File: src/rtl/serial_adder.sv
// serial_adder: bit-serial unsigned adder, LSB first, one full-adder cell per clock.
// The full-adder cell is two halfadder instances plus an OR for the carry.

module halfadder (
    input  logic x,
    input  logic y,
    output logic s,
    output logic c
);
    assign s = x ^ y;
    assign c = x & y;
endmodule

module serial_adder #(
    parameter int WIDTH = 4
) (
    input  logic             clk,
    input  logic             rst_n,
    input  logic             start,
    input  logic [WIDTH-1:0] a,
    input  logic [WIDTH-1:0] b,
    output logic             busy,
    output logic             done,
    output logic [WIDTH-1:0] sum,
    output logic             cout
);
    localparam int CW = $clog2(WIDTH);
    localparam logic [1:0] IDLE = 2'd0;
    localparam logic [1:0] ADD  = 2'd1;
    localparam logic [1:0] DONE = 2'd2;

    logic [1:0]       state_q, state_d;
    logic [WIDTH-1:0] a_q, a_d, b_q, b_d, sum_q, sum_d;
    logic             carry_q, carry_d, cout_q, cout_d;
    logic [CW-1:0]    cnt_q, cnt_d;
    logic             p, g0, s, g1, c_next;

    halfadder u_ha0 (.x(a_q[0]), .y(b_q[0]), .s(p), .c(g0));
    halfadder u_ha1 (.x(p), .y(carry_q), .s(s), .c(g1));
    assign c_next = g0 | g1;

    always_comb begin
        state_d = state_q;
        a_d     = a_q;
        b_d     = b_q;
        sum_d   = sum_q;
        carry_d = carry_q;
        cout_d  = cout_q;
        cnt_d   = cnt_q;
        if (state_q == IDLE && start) begin
            state_d = ADD;
            a_d     = a;
            b_d     = b;
            carry_d = 1'b0;
            cnt_d   = '0;
        end else if (state_q == ADD) begin
            sum_d   = {s, sum_q[WIDTH-1:1]};
            a_d     = a_q >> 1;
            b_d     = b_q >> 1;
            carry_d = c_next;
            cnt_d   = cnt_q + CW'(1);
            if (cnt_q == CW'(WIDTH - 1)) begin
                state_d = DONE;
                cout_d  = c_next;
            end
        end else begin
            // DONE and the unused encoding both fall back to IDLE
            state_d = IDLE;
        end
    end

    always_ff @(posedge clk or negedge rst_n) begin
        if (!rst_n) begin
            state_q <= IDLE;
            a_q     <= '0;
            b_q     <= '0;
            sum_q   <= '0;
            carry_q <= 1'b0;
            cout_q  <= 1'b0;
            cnt_q   <= '0;
        end else begin
            state_q <= state_d;
            a_q     <= a_d;
            b_q     <= b_d;
            sum_q   <= sum_d;
            carry_q <= carry_d;
            cout_q  <= cout_d;
            cnt_q   <= cnt_d;
        end
    end

    assign busy = (state_q == ADD);
    assign done = (state_q == DONE);
    assign sum  = sum_q;
    assign cout = cout_q;
endmodule

File: config.mk
export PLATFORM = sky130hd
export DESIGN_NAME = serial_adder
export DESIGN_NICKNAME = d
export VERILOG_FILES = /design/src/rtl/serial_adder.sv
export SDC_FILE = /design/constraint.sdc
export NUM_CORES = 1
export LEC_CHECK = 0
export BUFFER_PORTS_ARGS = -buffer_cell sky130_fd_sc_hd__buf_2
export CAP_MARGIN = 10
export CORE_UTILIZATION = 55
export DETAILED_ROUTE_END_ITERATION = 7
export GPL_ROUTABILITY_DRIVEN = 0
export PLACE_DENSITY = 0.8
export SYNTH_ARGS = -nofsm -noshare
export SYNTH_HDL_FRONTEND = slang
export SYNTH_SLANG_ARGS = --single-unit
File: constraint.sdc
create_clock -name clk -period 3.3 [get_ports clk]
set_input_delay 0.165 -clock clk [delete_from_list [all_inputs] [get_ports clk]]
set_output_delay 0.165 -clock clk [all_outputs]
set_load 0.02 [all_outputs]
Yosys cells after proc, flatten, opt, wreduce, memory -nomap -nowiden
Cells that the tools add are included.

Register bits after elaboration: 18. Input bits: 11.

Reductions and logical operators: 5. Equal/unequal tests: 4. Bitwise gates (word level): 6. Multiplexer cells: 11. $add $sub $neg: 1.

Operator list (number): $mux 4 (4); $mux 2 (5); $eq 2x2->1 const B (2); $ne 3x1->1 const B (1); $reduce_and 3->1 (1); $add 2x1->2 const B (1); $and 1x1->1 (2); $eq 2x1->1 const B (1); $logic_not 2->1 (1); $mux 1 (2); $reduce_and 2->1 (1); $reduce_bool 2->1 (1); $xor 1x1->1 (2); $logic_and 1x1->1 (1); $not 1->1 (1); $or 1x1->1 (1).

Depth between registers and ports, before layout
Depth in word-level cells: 5. Depth in mapped cells: 4.

Hierarchy
From an unflattened synthesis, not the netlist that was laid out.

Cells, all modules: 84. Area total of the unflattened synthesis: 848.3 sq um.

Modules (own cells, without submodules): serial_adder (cells each 82, instances 1, area each 823.3 sq um); halfadder (cells each 1, instances 2, area each 12.5 sq um).

Worst setup path before layout
OpenSTA, ideal clock, no wires.

Kind: register to register. Start: register state_q[1]. End: register sum_q[2], in the netlist sum[2]. Clock period less this slack: 1.392 ns. Arrival: 1.267 ns. Required time: 3.175 ns. Slack: 1.908 ns. Stages on the path, launching flop included: 5. Cells stage by stage: dfrtp_1 nand2b_1 buf_4 inv_1 mux2_2.

RTL lines: from (decl) (RTL line 32) `logic [1:0] state_q, state_d;`; from (signal assigned) (RTL line 82) `state_q <= state_d;`; $eq 2x1->1; net busy (RTL line 22) `output logic busy,`; $reduce_and 2->1 (no line); to (signal assigned) (RTL line 85) `sum_q <= sum_d;`; to (decl) (RTL line 33) `logic [WIDTH-1:0] a_q, a_d, b_q, b_d, sum_q, sum_d;`.

The timed path passes the listed nets, and every way through them passes these cells. A chain may end at the register's enable or synchronous reset.

Worst setup path after layout
Start: register state_q[0]. End: output port busy.

Word-level cells in the longest chain between the ends: 1.

RTL lines: $eq 2x1->1 (RTL line 92) `assign busy = (state_q == ADD);`; to (decl) (RTL line 22).

No other way between the ends.

==> metrics.csv <==
metric,value,unit
status,completed,
p_per_area,993,nW/µm²
min_period_over_period,0.553,
finalNetCount,92,
die_w,41.0,µm
portBuffers,17,
start_util,0.614,
max_freq,548,MHz
layout_commonest_cell,dfrtp_1,
yosys_warnings,0,
path_class,reg -> out,
rows,13,
startpoint,state_q[0],
routedWlPerCell,15.1,µm
ctsLongestPathBuffers,2,
synth-seq-cells,18,
antenna_cells,0,
drt-total-wl,1.41,mm
fillers,107,
dr.first_iter.drc_count,8,
fp.dieH,41.0,µm
dp.final_hpwl,1.02,mm
synth_cell_type_count,21,
cts_sinks,18,
setup_viol,0,
layout-drive-gt1-share,0.423,
area_delta_synth_final,14.5,%
grt_pass1_wl,2.07,mm
slew_violations,0,
p_int,608,µW
ant_nets,0,
overflow,0,
via_count,529,
drv_cap,0,
p_comb_frac,0.414,
mostFrequentLayoutCells,"18 x dfrtp_1, 17 x buf_2, 6 x or4b_1, 6 x o221a_2, 5 x mux2_2",
peakVddDrop,0.496,mV
final.min_clock_period,1.83,ns
clkLatencyLatePin,0.29,ns
slew_headroom,0.708,
rsz0062_at_grt,false,
hp-class,in -> reg,
r2r_start,state_q[0],
p_sw,345,µW
syn-num-nets,73,
via_per_inst,5.69,
route.detailed.drc,0,
firstDrtPassIters,4,
r2r_cells,3,
place_ws,1.69,ns
htree_num_levels,1,
antenna_found_initial,0,
crit_arrival,1.66,ns
clkSlewWorstSetupHoldPaths,0.10,ns
dieArea,1680,µm²
setup_slack,1.47,ns
core_area,1370,µm²
synth_top_cell_by_area,dfrtp_1,
skew,0.00376,ns
synth_top_cell_area_share,0.537,
netSwitchingFraction,0.362,
crit_end,busy,
synthesis.area,838,µm²
track_usage,0.200,
r2r-end,sum[3],
clock-root-buffer,clkbuf_4,
finalSetupTns,0,ns
tightest_slew,0.437,ns
cts_resized,0,
clkPwrFrac,0.138,
cts_tree,yes,
endpoint_kind,output pin,
leakage,0.455,nW
avgSynthCellArea,14.0,µm²
yosysSeqAreaShare,0.537,
synth_area_leaders,"dfrtp_1 54%, o221a_2 8.1%, or4b_1 7.2%",
worstPathMaxFanout,17,
r2r_slack,1.66,ns
grt_start_max_net_pins,19,
power_frac_seq,0.448,
netlist_instances,60,
cp-start-kind,register,
grt_pass1_vias,469,
numCtsBuffers,3,
cp.required,3.13,ns
hold_viol,0,
ios,18,
state kept, by name, summed over array words and instances (netlist names):
signal	flops
state_q	2
cnt_q	2
carry_q	1
a_q	4
b_q	4
cout	1
sum	4
worst min path at each step:
| stage | from | end | slack, ns | cells past startpoint |
|---|---|---|---|---|
| 2_1_floorplan | rst_n | a_q[0] | -0.13 | 0 |
| 6_report | start | state_q[0] | 0.22 | 3 |
| 3_3_place_gp | rst_n | b_q[2] | 0.11 | 1 |
| 3_5_place_dp | rst_n | b_q[2] | 0.10 | 1 |
| 5_1_grt | b[0] | b_q[0] | 0.21 | 3 |
| 4_1_cts | start | state_q[0] | 0.21 | 3 |
kinds of logic after synthesis:
kind of cell / after synthesis / synth area share
buf+inv: 6 / 0.0433
fa+ha+maj: 2 / 0.0388
mux: 6 / 0.0791
flops: 18 / 0.537
compound gates: 13 / 0.149
simple gates: 15 / 0.152
worst max-delay path, stage by stage, from the launching register on:
cell      delay (ns)
dfrtp_1         0.62
nand2b_1        0.32
inv_1           0.23
buf_2           0.19
final cells by class:
class                   count  area [µm²]  share of cell area
inverters                   2        7.51             0.00782
well taps                  15        18.8              0.0196
multi-input cells          36         352               0.366
clock buffers               4        36.3              0.0378
repair buffers             18        95.1              0.0991
flip-flops and latches     18         450               0.469
Yosys cell counts (all sizes together):
master / count
inv: 2
dfrtp: 18
nand2b: 3
nor4bb: 2
a211o: 2
nand3b: 1
nor2b: 1
or4b: 6
mux2: 5
a22o: 2
mux2i: 1
a21oi: 1
fa: 1
o21ba: 1
o21bai: 1
buf: 4
nor3b: 2
o221a: 6
ha: 1
stage by stage:
stage / std cells / cell area, µm² / utilization / hold WS [ns] / power [mW]
detailed placement: 88 / 913 / 0.668 / 0.104 / 0.827
global placement: 88 / 913 / 0.668 / 0.107 / 0.813
CTS: 93 / 960 / 0.702 / 0.211 / 0.962
finish: 93 / 960 / 0.702 / 0.221 / 0.953
global route: 93 / 960 / 0.702 / 0.211 / 1.02
floorplan: 60 / 838 / - / -0.131 / 0.734
metal layers:
| layer | GRT usage | routed length, µm | vias to the layer above | share of wire |
|---|---|---|---|---|
| li1 | - | - | 270 | - |
| met1 | 0.252 | 731 | 244 | 0.52 |
| met2 | 0.301 | 613 | 15 | 0.44 |
| met3 | 0.0870 | 64 | 0 | 0.045 |
| met4 | 0.0750 | 0 | 0 | 0 |
| met5 | 0 | 0 | - | 0 |
power by group through the flow:
stage	Combinational, mW	Clock, mW	Sequential [mW]
final	0.394	0.132	0.427
after global routing	0.434	0.144	0.443
after CTS	0.399	0.137	0.427
after detailed placement	0.394	0	0.433
after global placement	0.388	0	0.425
after floorplan	0.302	0	0.432
timing repair:
action / 4_1_cts / 5_1_grt
hold buffers: 1 / 0
endpoints found under the hold margin: 18 / 0
setup buffers: 0 / 0
Power figures use the tool's default switching activity.
